`src/rtl/zbus_pkg.sv`:
```
// Shared types for the ZX-bus I/O cycle sequencer: the bus-owner encoding,
// the FSM state encoding, and the owner priority resolver.
package zbus_pkg;

  typedef enum logic [1:0] {
    OWN_NONE = 2'd0,
    OWN_INT  = 2'd1,
    OWN_EXT1 = 2'd2,
    OWN_EXT2 = 2'd3
  } owner_t;

  typedef enum logic [2:0] {
    ST_IDLE    = 3'd0,
    ST_SETTLE  = 3'd1,
    ST_ACTIVE  = 3'd2,
    ST_INTA    = 3'd3,
    ST_RECOVER = 3'd4
  } state_t;

  // Internal decoder beats external claims; EXT1 beats EXT2 when both claim.
  function automatic owner_t pick_owner(input logic hit, input logic ge1, input logic ge2);
    owner_t o;
    if (hit)      o = OWN_INT;
    else if (ge1) o = OWN_EXT1;
    else if (ge2) o = OWN_EXT2;
    else          o = OWN_NONE;
    return o;
  endfunction

endpackage

```
`src/rtl/zbus_sync.sv`:
```
// N-stage synchronizer for one asynchronous input. The reset level is a
// parameter so active-low strobes can reset to their idle (high) level.
module zbus_sync #(
  parameter int   STAGES  = 2,
  parameter logic RST_VAL = 1'b0
) (
  input  logic clk,
  input  logic rst,
  input  logic d,
  output logic q
);

  logic [STAGES-1:0] pipe;

  // Shift the raw input through the flop chain; reset to the idle level.
  always_ff @(posedge clk) begin
    if (rst) pipe <= {STAGES{RST_VAL}};
    else     pipe <= {pipe[STAGES-2:0], d};
  end

  assign q = pipe[STAGES-1];

endmodule

```
`src/rtl/zbus_cycle_ctrl.sv`:
```
// Z80 I/O and interrupt-acknowledge cycle sequencer. Synchronizes the raw
// strobes and IORQGE lines, decides the owner of each I/O cycle and emits
// single-cycle begin/end pulses plus the 0xFF bus-drive enable.
//
// Strobe semantics: iord_begin/iowr_begin/inta_begin/iord_end/iowr_end are
// one-cycle pulses with no back-pressure; consumers must accept them in the
// cycle they appear. owner is valid from the begin pulse through the end pulse.
module zbus_cycle_ctrl
  import zbus_pkg::*;
#(
  parameter int SYNC_STAGES = 2,
  parameter int GE_SETTLE   = 2,
  parameter int TIMEOUT     = 255
) (
  input  logic       fclk,
  input  logic       rst,
  input  logic       iorq_n,
  input  logic       rd_n,
  input  logic       wr_n,
  input  logic       m1_n,
  input  logic       iorqge1,
  input  logic       iorqge2,
  input  logic       porthit,
  output logic       iord_begin,
  output logic       iowr_begin,
  output logic       iord_end,
  output logic       iowr_end,
  output logic       inta_begin,
  output logic [1:0] owner,
  output logic       drive_ff,
  output logic       busy,
  output logic       err_timeout,
  output logic [2:0] fsm_state
);

  localparam int         SW     = (GE_SETTLE > 1) ? $clog2(GE_SETTLE) : 1;
  localparam int         WW     = $clog2(SYNC_STAGES + 1);
  localparam logic [7:0] TO_MAX = 8'(TIMEOUT);

  // Synchronized raw pins (still at pin polarity for the strobes).
  logic q_iorq, q_rd, q_wr, q_m1, q_ge1, q_ge2;
  // Active-high internal views.
  logic s_iorq, s_rd, s_wr, s_m1, s_ge1, s_ge2;

  zbus_sync #(.STAGES(SYNC_STAGES), .RST_VAL(1'b1)) u_sync_iorq (.clk(fclk), .rst(rst), .d(iorq_n),  .q(q_iorq));
  zbus_sync #(.STAGES(SYNC_STAGES), .RST_VAL(1'b1)) u_sync_rd   (.clk(fclk), .rst(rst), .d(rd_n),    .q(q_rd));
  zbus_sync #(.STAGES(SYNC_STAGES), .RST_VAL(1'b1)) u_sync_wr   (.clk(fclk), .rst(rst), .d(wr_n),    .q(q_wr));
  zbus_sync #(.STAGES(SYNC_STAGES), .RST_VAL(1'b1)) u_sync_m1   (.clk(fclk), .rst(rst), .d(m1_n),    .q(q_m1));
  zbus_sync #(.STAGES(SYNC_STAGES), .RST_VAL(1'b0)) u_sync_ge1  (.clk(fclk), .rst(rst), .d(iorqge1), .q(q_ge1));
  zbus_sync #(.STAGES(SYNC_STAGES), .RST_VAL(1'b0)) u_sync_ge2  (.clk(fclk), .rst(rst), .d(iorqge2), .q(q_ge2));

  assign s_iorq = ~q_iorq;
  assign s_rd   = ~q_rd;
  assign s_wr   = ~q_wr;
  assign s_m1   = ~q_m1;
  assign s_ge1  = q_ge1;
  assign s_ge2  = q_ge2;

  // State and datapath registers.
  state_t        state, state_n;
  logic [SW-1:0] settle_cnt, settle_n;
  logic          dir_rd, dir_n;
  owner_t        owner_q, owner_n;
  logic [7:0]    tcnt, tcnt_n;
  logic          err_q, err_n;
  logic          iord_begin_n, iowr_begin_n, iord_end_n, iowr_end_n, inta_begin_n;
  logic          drive_n;

  // Arming logic: after reset the synchronizers hold the idle level until
  // they have filled, so a cycle already in progress would look like a fresh
  // one. New cycles are accepted only after the filled pipeline has shown
  // iorq deasserted while idle.
  logic [WW-1:0] warm_cnt;
  logic          warm_done;
  logic          armed;

  assign warm_done = (warm_cnt == WW'(SYNC_STAGES));

  // Track synchronizer fill and arm once a clean idle bus is observed.
  always_ff @(posedge fclk) begin
    if (rst) begin
      warm_cnt <= '0;
      armed    <= 1'b0;
    end else begin
      if (!warm_done) warm_cnt <= warm_cnt + 1'b1;
      if (warm_done && state == ST_IDLE && !s_iorq) armed <= 1'b1;
    end
  end

  // State register and registered outputs.
  always_ff @(posedge fclk) begin
    if (rst) begin
      state       <= ST_IDLE;
      settle_cnt  <= '0;
      dir_rd      <= 1'b0;
      owner_q     <= OWN_NONE;
      tcnt        <= '0;
      err_q       <= 1'b0;
      iord_begin  <= 1'b0;
      iowr_begin  <= 1'b0;
      iord_end    <= 1'b0;
      iowr_end    <= 1'b0;
      inta_begin  <= 1'b0;
      drive_ff    <= 1'b0;
    end else begin
      state       <= state_n;
      settle_cnt  <= settle_n;
      dir_rd      <= dir_n;
      owner_q     <= owner_n;
      tcnt        <= tcnt_n;
      err_q       <= err_n;
      iord_begin  <= iord_begin_n;
      iowr_begin  <= iowr_begin_n;
      iord_end    <= iord_end_n;
      iowr_end    <= iowr_end_n;
      inta_begin  <= inta_begin_n;
      drive_ff    <= drive_n;
    end
  end

  // Next-state, cycle ownership and pulse generation.
  always_comb begin
    state_n      = state;
    settle_n     = settle_cnt;
    dir_n        = dir_rd;
    owner_n      = owner_q;
    tcnt_n       = tcnt;
    err_n        = err_q;
    iord_begin_n = 1'b0;
    iowr_begin_n = 1'b0;
    iord_end_n   = 1'b0;
    iowr_end_n   = 1'b0;
    inta_begin_n = 1'b0;

    case (state)
      ST_IDLE: begin
        if (armed && s_iorq && s_m1) begin
          state_n      = ST_INTA;
          inta_begin_n = 1'b1;
        end else if (armed && s_iorq && !s_m1 && (s_rd || s_wr)) begin
          state_n  = ST_SETTLE;
          settle_n = '0;
        end
      end

      ST_SETTLE: begin
        if (!s_iorq) begin
          // Aborted before ownership was decided: no strobes at all.
          state_n = ST_IDLE;
        end else if (settle_cnt == SW'(GE_SETTLE - 1)) begin
          state_n      = ST_ACTIVE;
          owner_n      = pick_owner(porthit, s_ge1, s_ge2);
          dir_n        = s_rd;
          tcnt_n       = '0;
          iord_begin_n = s_rd;
          iowr_begin_n = !s_rd;
        end else begin
          settle_n = settle_cnt + 1'b1;
        end
      end

      ST_ACTIVE: begin
        // Only the direction latched at begin decides when the cycle ends.
        if (!s_iorq || (dir_rd ? !s_rd : !s_wr)) begin
          state_n    = ST_RECOVER;
          iord_end_n = dir_rd;
          iowr_end_n = !dir_rd;
        end else begin
          if (tcnt != TO_MAX) tcnt_n = tcnt + 8'd1;
          if (tcnt_n == TO_MAX) err_n = 1'b1;
        end
      end

      ST_INTA: begin
        if (!s_iorq || !s_m1) state_n = ST_RECOVER;
      end

      ST_RECOVER: begin
        owner_n = OWN_NONE;
        state_n = ST_IDLE;
      end

      default: begin
        state_n = ST_IDLE;
        owner_n = OWN_NONE;
      end
    endcase

    // Float-bus fill: unclaimed reads and the whole INTA cycle get 0xFF.
    drive_n = ((state_n == ST_ACTIVE) && (owner_n == OWN_NONE) && dir_n) ||
              (state_n == ST_INTA);
  end

  assign owner       = owner_q;
  assign busy        = (state != ST_IDLE);
  assign err_timeout = err_q;
  assign fsm_state   = state;

endmodule

```
`config.mk`:
```
export PLATFORM = sky130hd
export DESIGN_NAME = zbus_cycle_ctrl
export DESIGN_NICKNAME = d
export VERILOG_FILES = /design/src/rtl/zbus_pkg.sv /design/src/rtl/zbus_sync.sv /design/src/rtl/zbus_cycle_ctrl.sv
export SDC_FILE = /design/constraint.sdc
export NUM_CORES = 1
export LEC_CHECK = 0
export CAP_MARGIN = 10
export CELL_PAD_IN_SITES_DETAIL_PLACEMENT = 1
export CELL_PAD_IN_SITES_GLOBAL_PLACEMENT = 1
export CORE_MARGIN = 8
export CORE_UTILIZATION = 32
export CTS_CLUSTER_SIZE = 20
export DETAILED_ROUTE_END_ITERATION = 10
export PLACE_DENSITY_LB_ADDON = 0.1
export SETUP_SLACK_MARGIN = 0.15
export SLEW_MARGIN = 20
export SYNTH_ARGS = -nofsm -noshare
export SYNTH_HDL_FRONTEND = slang
export SYNTH_SLANG_ARGS = --single-unit
```
`constraint.sdc`:
```
create_clock -name fclk -period 1.8 [get_ports fclk]
set_input_delay 0.27 -clock fclk [delete_from_list [all_inputs] [get_ports fclk]]
set_output_delay 0.27 -clock fclk [all_outputs]
set_load 0.03 [all_outputs]
```
==> results of run 1 <==
## per-stage QoR
stage / hold slack, ns / TNS (ns) / cell area, µm² / setup slack, ns
floorplan: 0.374 / 0 / 1560 / 0.0453
global placement: 0.393 / -0.0344 / 1940 / -0.0344
detailed placement: 0.397 / -0.131 / 1940 / -0.131
CTS: 0.419 / 0 / 2070 / 0.0210
global route: 0.437 / -0.0894 / 2160 / -0.0894
finish: 0.417 / 0 / 2160 / 0.0125
## state kept, by name, indices dropped and copies added (netlist names), 2 cells and up
| signal | count |
|---|---|
| tcnt | 8 |
| fsm_state | 3 |
| owner | 2 |
| u_sync_ge1.pipe | 2 |
| u_sync_ge2.pipe | 2 |
| u_sync_iorq.pipe | 2 |
| u_sync_m1.pipe | 2 |
| u_sync_rd.pipe | 2 |
| u_sync_wr.pipe | 2 |
| warm_cnt | 2 |
## final cells by class
cell class	instances	share of cell area, %
timing repair buffer	41	17.2
inverter	6	1.04
sequential	37	35.0
tap	54	3.13
clock buffer	7	4.00
clock inverter	1	1.39
multi-input combinational	115	38.3
## cells by family (layout without fill, tap and decap cells)
group | Yosys count | after routing
XOR/XNOR | 1 | 1
AO/OA/AOI/OAI | 32 | 32
flip-flops | 37 | 37
adder cells (fa/ha/maj) | 2 | 2
buffers and inverters | 14 | 55
AND/OR/NAND/NOR | 73 | 73
multiplexers | 7 | 7
## power breakdown
group / internal [mW] / total (mW) / switching (mW)
sequential: 0.859 / 0.885 / 0.0256
clock: 0.452 / 0.733 / 0.281
combinational: 0.0848 / 0.166 / 0.0815
total: 1.40 / 1.78 / 0.388
## per-layer routing
metal | up-vias | share of wire (%)
met3 | 7 | 3.2
met4 | 0 | 1.7
met1 | 633 | 43
met2 | 20 | 53
li1 | 670 | -
met5 | - | 0
## cell usage in the layout (no fill, tap or decap), drive strengths merged, types with 2 or more instances in the layout
cell,n
a2111oi,2
a211oi,2
a21boi,2
a21oi,11
a311oi,2
a31oi,3
and4,2
buf,20
clkbuf,8
clkdlybuf4s50,17
dfxtp,37
dlygate4sd2,3
ha,2
inv,6
mux2,2
mux2i,5
nand2,10
nand2b,2
nand3,4
nor2,16
nor2b,6
nor3,11
nor3b,3
nor4,3
o21ai,4
or2,8
or3,2
## critical path, delay by kind of cell, from the launching register on
family,cells,cell delay (ns)
flip-flops,1,0.35
multiplexers,1,0.28
AND/OR/NAND/NOR,3,0.77
AO/OA/AOI/OAI,1,0.29
## Yosys cell counts, types with 2 or more instances
cell type	number
dfxtp_1	37
nand3_1	4
nor3b_1	3
nor2b_1	6
nor4_1	2
a31oi_1	3
mux2i_1	5
inv_1	6
ha_1	2
nand2b_1	2
and4_1	2
nor2_1	16
o21ai_0	3
a21boi_0	2
nor3_1	10
a311oi_1	2
clkbuf_1	6
a211oi_1	2
a21oi_1	11
nand2_1	10
or2_2	8
## what timing repair did
item | 4_1_cts | 5_1_grt
pin swaps | 1 | 3
buffers inserted | 1 | 1
gates resized for setup | 9 | 23
setup endpoints to repair | 9 | 9
## final timing paths
kind | startpoint | end | slack (ns) | depth (start not counted)
worst max register to register | u_sync_iorq.pipe[1] | drive_ff | 0.01 | 5
worst min register to register | u_sync_iorq.pipe[0] | u_sync_iorq.pipe[1] | 0.42 | 1
worst min-delay path | u_sync_iorq.pipe[0] | u_sync_iorq.pipe[1] | 0.42 | 1
worst max-delay path | u_sync_iorq.pipe[1] | drive_ff | 0.01 | 5
==> qor.txt, run 1 <==
Status: finished, final reports clean
Area of the multi-input gates: 826 µm²
Clock Pin Slew Worst Setup and Hold Paths: 0.07 ns
Die Span Y: 85.4 µm
Max Cap Viol: 0
Grt met2 use: 20.0%
Global route overflow: 0
Simple-gate portion of the synthesized area: 27.0%
Largest cells by area after synthesis: dfxtp_1 (48%), nor2_1 (3.9%), a21oi_1 (3.6%)
Die W: 85.4 µm
CP max stage cell: or3_4
Worst ir drop on vdd: 435 µV
Port Buffers: 21
Post-DP HPWL: 2860 µm
# setup viols final: 0
Via count: 1330
Async SR Flop Fraction: 0%
DR pass1 iterations: 4
Synth unique cells: 45
Vias in the first global route: 1397
Post-Synthesis Cells: 166
Initial DRC Count: 30
Total power: 1.78 mW
Post-Syn Area: 1540 µm²
# DRC: 0
Fill cells: 556
Wire per inst: 15.0 µm
WS Path Type: reg2reg
GRT Max-Usage Layer: met2
Non-Filler Instances: 261
Rows: 25
Core ar.: 4690 µm²
Final period utilization: 99.3%
Gr usage total: 11.1%
Multiplexer share of the synthesized area: 4.71%
CTS max path bufs: 2
Global-route wire length before repair: 6520 µm
Root Buffer: clkbuf_8
RePlAce Congestion: 0.847
Syn Area/Cell: 9.29 µm²
Final ANT Viol Nets: 0
Share of cells above drive strength 1: 30.0%
Achievable Freq: 0.559 GHz
CTS buffer count: 5
Worst slew pin tran: 0.426 ns
Synth warnings: 0
Ys flop type: dfxtp_1
Vias per cell: 5.10
Met1 usage: 11.9%
Initial antenna violation count: 0
Largest family of logic cells by synthesized area: simple AND/OR/NAND/NOR gates
Initial Util: 32.9%
XOR/XNOR Fraction of Synth Area: 0.568%
Critical Path AT: 1.97 ns
Register area share after synthesis: 48.1%
#FFs+latches synth: 37
Critical path cell sequence: nor4bb_4 > mux2i_1 > nor2_1 > or3_4 > a2111oi_4
Register Area: 754 µm²
Worst Skew: 0.00613 ns
Nets@finish: 217
Routing usage on met3: 3.67%
Largest stage delay on the critical path: 0.38 ns
Sink Count: 37
CTS tree: built
ANT cells: 0
WP data required: 1.98 ns
Area grow syn2layout: 40.0%
Pin count of the biggest net entering global routing: 37
Post-CTS Hold Fix Bufs: 0
Compound-Gate Fraction of Synth Area: 14.0%
Area of the die: 7290 µm²
IO Pins: 22
Post-Route WL: 3910 µm
Hold crit path type: reg2reg
RSZ-0062 raised after global routing: true
Min cycle time layout: 1.79 ns
H-Tree Depth: 2
Final Hold Viols: 0
Critical Path Sink Type: flip-flop
Slew HR: 71.6%
Placed cells: 251
Final Core Density: 46.0%
EDFF count, synth: 0
Area share of the largest cell type after synthesis: 48.1%
Cell Pwr Density: 827 nW/µm²
P_leak: 0.817 nW
Crit path max fanout: 4
Syn nets: 177
Adder-cell share of the synthesized area: 1.62%
Crit start category: flip-flop
Skew-Pair Late Insertion Delay: 0.28 ns
Largest area contributor in the netlist: dfxtp_1
Slew Viols, Final: 0
(Power assumes the default switching activity.)
==> run 2: changes to the inputs <==
CORE_ASPECT_RATIO = 0.7   (was default)
==> run 2 against run 1 <==
  * The run now ends with setup timing left
  * Count of clock-buffer cells in the layout did not move
  * Worst setup slack got worse by 0.015 ns
  * Utilization is 2.7 points higher
  * Register-to-register slack is essentially flat
  * Largest cell class unchanged
  * Largest power group unchanged
==> qor.txt, run 2 (synthesis gave the netlist of run 1 again) <==
Sink Count: 37 (unchanged)
Worst path bufs/invs: 0 (unchanged)
Final Hold Viols: 0 (unchanged)
CP max stage cell: or3_4
Initial Util: 32.8% (-0.079 points)
Final Worst Setup Slack: -0.00199 ns (-0.0145 ns)
Rows: 21 (-16%)
Sw Pwr: 0.386 mW (-0.71%)
Crit path max fanout: 4 (unchanged)
WS Path Type: reg2reg
Slew HR: 73.3% (+1.6 points)
Top reg by flops: tcnt
Worst ir drop on vdd: 379 µV (-13%)
Final ANT Viol Nets: 0 (unchanged)
Worst Skew: 0.00345 ns (-0.00268 ns)
Post-DP HPWL: 3110 µm (+8.7%)
Hold crit path type: reg2reg
Post-Route WL: 4410 µm (+13%)
Nets@finish: 229 (+5.5%)
DP Area: 1950 µm² (+0.32%)
Fill cells: 529 (-4.9%)
Gr usage total: 12.3% (+1.2 points)
Min cycle time layout: 1.80 ns (+0.0145 ns)
Worst slew pin tran: 0.400 ns (-0.0260 ns)
RePlAce Congestion: 0.850 (+0.46%)
Clock Pin Slew Worst Setup and Hold Paths: 0.07 ns (about the same)
Pin count of the biggest net entering global routing: 16 (-57%)
Pint: 1.25 mW (-10%)
Root Buffer: clkbuf_8
Failing checks: setup timing
Share of cells above drive strength 1: 38.5% (+8.6 points)
CTS tree: built
Status: complete, but fails checks
Core ar.: 4700 µm² (+0.24%)
Sequential Power Share: 54.2% (+4.6 points)
Max Cap Viol: 0 (unchanged)
Die Span Y: 74.1 µm (-13%)
Area grow syn2layout: 48.6%
IO Pins: 22 (unchanged)
DR pass1 iterations: 4 (unchanged)
# setup viols final: 1 (+1)
ANT cells: 0 (unchanged)
Combinational Power Share: 10.5% (+1.2 points)
Critical path cell sequence: nor4bb_4 > mux2i_1 > nor2_1 > or3_4 > a2111oi_4
Initial antenna violation count: 0 (unchanged)
CP delay by family, top: simple AND/OR/NAND/NOR gates
Max reg flops: 8 (unchanged)
Achievable Freq: 0.555 GHz (-0.81%)
CTS max path bufs: 2 (unchanged)
Via count: 1421 (+6.8%)
Wire per inst: 16.0 µm (+6.9%)
Total power: 1.63 mW (-8.4%)
P_leak: 0.881 nW (+7.8%)
Cell Pwr Density: 714 nW/µm² (-14%)
RSZ-0062 raised after global routing: true
Skew-Pair Late Insertion Delay: 0.28 ns (about the same)
Vias in the first global route: 1421 (+1.7%)
Slew Viols, Final: 0 (unchanged)
WP data required: 1.98 ns (about the same)
Switch share: 23.6% (+1.8 points)
Crit start category: flip-flop
Final Core Density: 48.7% (+2.7 points)
Global-route wire length before repair: 7080 µm (+8.6%)
Area of the die: 7330 µm² (+0.49%)
Vias per cell: 5.17 (+1.4%)
Port Buffers: 21 (unchanged)
Final period utilization: 100% (+0.81 points)
Critical Path Sink Type: flip-flop
CTS buffer count: 5 (unchanged)
Global route overflow: 0 (unchanged)
Final instance area: 2290 µm² (+6.1%)
Most frequent cells in the layout: dfxtp_1 (29), buf_4 (29), clkdlybuf4s50_1 (17)
H-Tree Depth: 2 (unchanged)
Die W: 99.0 µm (+16%)
Initial DRC Count: 50 (+67%)
Largest stage delay on the critical path: 0.37 ns (about the same)
Critical Path AT: 1.98 ns (about the same)
# DRC: 0 (unchanged)
Clock share of power: 35.3% (-5.8 points)
[run 2: final timing paths]
check,from,end,slack [ns],cells past startpoint
setup / recovery,u_sync_iorq.pipe[1],drive_ff,-0.002,5
hold / removal,u_sync_wr.pipe[0],u_sync_wr.pipe[1],0.41,1
setup reg to reg,u_sync_iorq.pipe[1],drive_ff,-0.002,5
hold reg to reg,u_sync_wr.pipe[0],u_sync_wr.pipe[1],0.41,1
[run 2: stage by stage]
step	TNS [ns]	hold WS [ns]	setup slack, ns	cells
after floorplan	0	0.374	0.0453	166
after global placement	-0.0548	0.397	-0.0548	256
after detailed placement	-0.135	0.396	-0.135	256
after CTS	0	0.413	0.0104	270
after global routing	-0.0777	0.426	-0.0742	275
final	-0.00199	0.411	-0.00199	275
[run 2: timing repair]
action                                  CTS  global route
resized for setup                        14            36
endpoints found under the hold margin     0             0
hold buffers                              0             0
endpoints found under the setup margin   10            12
setup buffers                             6             5
pin swaps                                 3            10
cloned                                    1             0
[run 2: area by class of cell]
| type | instances | area [µm²] | area share, % |
|---|---|---|---|
| multi-input cells | 115 | 903 | 39.4 |
| clock buffers | 7 | 86.3 | 3.77 |
| flip-flops and latches | 37 | 753 | 32.9 |
| well taps | 57 | 71.3 | 3.11 |
| repair buffers | 53 | 454 | 19.8 |
| inverters | 6 | 22.5 | 0.983 |
[run 2: worst register-to-register path, cell delays in order (launching register included)]
cell and delay, ns:
dfxtp_2 0.36, nor4bb_4 0.32, mux2i_1 0.28, nor2_1 0.07, or3_4 0.37, a2111oi_4 0.30
[run 2: per-layer routing]
| metal | part of all wire (%) | global-route usage, % |
|---|---|---|
| met4 | 1.2 | 5.08 |
| met1 | 51 | 16.4 |
| met3 | 3.5 | 3.83 |
| met2 | 45 | 17.9 |
| met5 | 0 | 0 |
[run 2: power by group through the flow]
| stage | clock (mW) | combinational, mW | sequential (mW) |
|---|---|---|---|
| 4_1_cts | 0.596 | 0.171 | 0.885 |
| 6_report | 0.578 | 0.171 | 0.886 |
| 5_1_grt | 0.649 | 0.194 | 0.891 |
| 3_3_place_gp | 0 | 0.155 | 0.901 |
| 3_5_place_dp | 0 | 0.167 | 0.906 |
| 2_1_floorplan | 0 | 0.115 | 0.898 |
==> run 3: changes to the inputs <==
SYNTH_HIERARCHICAL = 1   (was default)
==> run 3 against run 2 <==
  * The run now ends clean
  * Wire length decreased by 5.7%
  * Via count increased by 0.56%
  * Largest power group unchanged
  * Clock power decreased by 10%
  * Critical path type is now reg2out
  * Register-to-register slack improved by 0.18 ns
==> qor.txt, run 3 <==
Sink Count: 37 (unchanged)
Largest cells by area after synthesis: dfxtp_1 (46%), nor2_1 (5.4%), or2_1 (3.5%)
CTS max path bufs: 2 (unchanged)
Slew HR: 73.0% (-0.22 points)
Pre-CTS setup slack: 0.0894 ns (+0.224 ns)
# setup viols final: 0 (-1)
#FFs+latches synth: 37 (unchanged)
Final Worst Setup Slack: 0.182 ns (+0.184 ns)
Sequential Power Share: 56.1% (+1.9 points)
Core ar.: 4810 µm² (+2.2%)
Hold crit path type: reg2reg
Synth cell count leaders: dfxtp_1 (37), nor2_1 (23), a21oi_1 (11), nand2_1 (11), or2_1 (9)
Skew-Pair Late Insertion Delay: 0.28 ns (about the same)
Pint: 1.20 mW (-4.3%)
Via count: 1429 (+0.56%)
Worst slew pin tran: 0.402 ns (+0.00212 ns)
Die Span Y: 75.1 µm (+1.4%)
Largest stage delay on the critical path: 0.38 ns (about the same)
Final period utilization: 89.9% (-10 points)
Worst ir drop on vdd: 303 µV (-20%)
Worst path bufs/invs: 2 (+2)
Global-route wire length before repair: 6980 µm (-1.5%)
Hold slack: 0.407 ns (-0.00366 ns)
Share of cells above drive strength 1: 23.1% (-15 points)
Max Cap Viol: 0 (unchanged)
Achievable Freq: 0.618 GHz (+11%)
Final Core Density: 44.3% (-4.4 points)
Register area share after synthesis: 46.3% (-1.7 points)
Most frequent cells in the layout: dfxtp_1 (30), nor2_1 (22), buf_4 (18)
Syn nets: 185 (+4.5%)
Worst R2R Setup Slack: 0.18 ns (+0.18 ns)
Initial antenna violation count: 0 (unchanged)
WS Path Type: reg2out
P_leak: 0.810 nW (-8.1%)
Nets@finish: 224 (-2.2%)
Final ANT Viol Nets: 0 (unchanged)
Met2 WL post-DR: 1920 µm (-2.9%)
Clock share of power: 33.1% (-2.2 points)
Top sig layer: met4
RePlAce Congestion: 0.836 (-1.7%)
Switch share: 23.7% (+0.16 points)
Port Buffers: 21 (unchanged)
# DRC: 0 (unchanged)
Final Hold Viols: 0 (unchanged)
CTS tree: built
CP max stage cell: or3_1
Pin count of the biggest net entering global routing: 21 (+5)
Post-Route WL: 4160 µm (-5.7%)
Global route overflow: 0 (unchanged)
Post-Synthesis Cells: 174 (+4.8%)
Gr usage total: 11.7% (-0.61 points)
DR pass1 iterations: 4 (unchanged)
Crit path max fanout: 5 (+1)
CTS buffer count: 5 (unchanged)
CP delay by family, top: simple AND/OR/NAND/NOR gates
Async SR Flop Fraction: 0% (unchanged)
Worst Skew: 0.00557 ns (+0.00213 ns)
Sw Pwr: 0.372 mW (-3.5%)
Ys flop type: dfxtp_1
Critical path cell sequence: buf_4 > or3_1 > clkbuf_2
Area grow syn2layout: 33.2%
Critical Path Sink Type: primary output
RSZ-0062 raised after global routing: true
Post-DP HPWL: 3130 µm (+0.73%)
Syn Area/Cell: 9.19 µm² (-1.0%)
Metal-1 WL: 2010 µm (-9.8%)
Initial DRC Count: 76 (+52%)
Setup TNS: 0 ns (+0.00199 ns)
Largest area contributor in the netlist: dfxtp_1
Root Buffer: clkbuf_8
Clock Pin Slew Worst Setup and Hold Paths: 0.07 ns (about the same)
Vias in the first global route: 1443 (+1.5%)
Slew Viols, Final: 0 (unchanged)
Placed cells: 269 (+5.1%)
Die W: 100 µm (+1.6%)
EDFF count, synth: 0 (unchanged)
Initial Util: 33.3% (+0.48 points)
Top reg by flops: tcnt
Combinational Power Share: 10.8% (+0.3 points)
Min cycle time layout: 1.62 ns (-0.184 ns)
Synth warnings: 6 (+6)
DR WL met3: 215 µm (+41%)
Non-Filler Instances: 281 (+2.2%)
Area share of the largest cell type after synthesis: 46.3% (-1.7 points)
Rows: 21 (unchanged)
IO Pins: 22 (unchanged)
Area of the die: 7550 µm² (+3.0%)
Post-Syn Area: 1600 µm² (+3.7%)
Commonest non-fill, non-tap cell in the layout: dfxtp_1
Status: finished, final reports clean
Post-CTS Hold Fix Bufs: 0 (unchanged)
H-Tree Depth: 2 (unchanged)
Critical Path AT: 1.35 ns (-0.63 ns)
ANT cells: 0 (unchanged)
Synth unique cells: 45 (unchanged)
Wire per inst: 14.8 µm (-7.7%)
Crit start category: flip-flop
Max reg flops: 8 (unchanged)
WP data required: 1.53 ns (-0.45 ns)
Cell with the most instances after synthesis: dfxtp_1
Vias per cell: 5.09 (-1.6%)
Cell Pwr Density: 736 nW/µm² (+3.1%)
run 3: cell count changes in the layout (fill, tap and decap cells not counted), sizes merged, moves of 2 or more:
cell and delta:
a2111oi -2, o2111ai +2, nor2 +7, a211oi -2
nor3 -6, clkbuf -2, xor2 +2, a311oi +2
buf -13, and3 +2
run 3: worst paths after layout:
check,cells past startpoint,startpoint,endpoint
min reg2reg,1,u_sync_rd/pipe[0],u_sync_rd/pipe[1]
min,1,u_sync_rd/pipe[0],u_sync_rd/pipe[1]
max reg2reg,5,fsm_state[1],drive_ff
max,3,fsm_state[1],busy
run 3: cells by family (layout without fill, tap and decap cells):
logic type               after synthesis  in the layout  share of synthesized area (%)
AO/OA/AOI/OAI                         34             34                           14.9
flip-flops                            37             37                           46.3
AND/OR/NAND/NOR                       79             79                           27.0
adder cells (fa/ha/maj)                2              2                           1.56
buffers and inverters                 14             52                           5.09
multiplexers                           5              5                           3.44
XOR/XNOR                               3              3                           1.64
run 3: final cells by class:
class                           count  area [µm²]
Timing Repair Buffer               40         348
Fill cell                         562        2680
Inverter                            6        22.5
Sequential cell                    37         754
Clock inverter                      1        5.00
Clock buffer                        5        68.8
Multi-Input combinational cell    123         845
Tap cell                           69        86.3
run 3: power by group through the flow:
stage               clock network [mW]  registers (mW)  logic (mW)
finish                           0.519           0.879       0.169
global route                     0.579           0.885       0.199
CTS                              0.551           0.882       0.173
detailed placement                   0           0.901       0.170
global placement                     0           0.899       0.155
floorplan                            0           0.896       0.116
run 3: repair_timing:
item,CTS,global route
pin swaps,0,5
cloned,0,0
endpoints found under the setup margin,10,10
resized for setup,8,20
buffers inserted,1,5
run 3: routing by layer:
metal	global-route usage, %	up-vias
li1	-	694
met1	14.8	699
met2	18.6	34
met3	3.60	2
met4	4.00	0
met5	0	-
run 3: metrics by stage:
step,cell area [µm²],total power [mW]
2_1_floorplan,1600,1.01
3_3_place_gp,1940,1.05
3_5_place_dp,1940,1.07
4_1_cts,2030,1.61
5_1_grt,2130,1.66
6_report,2130,1.57
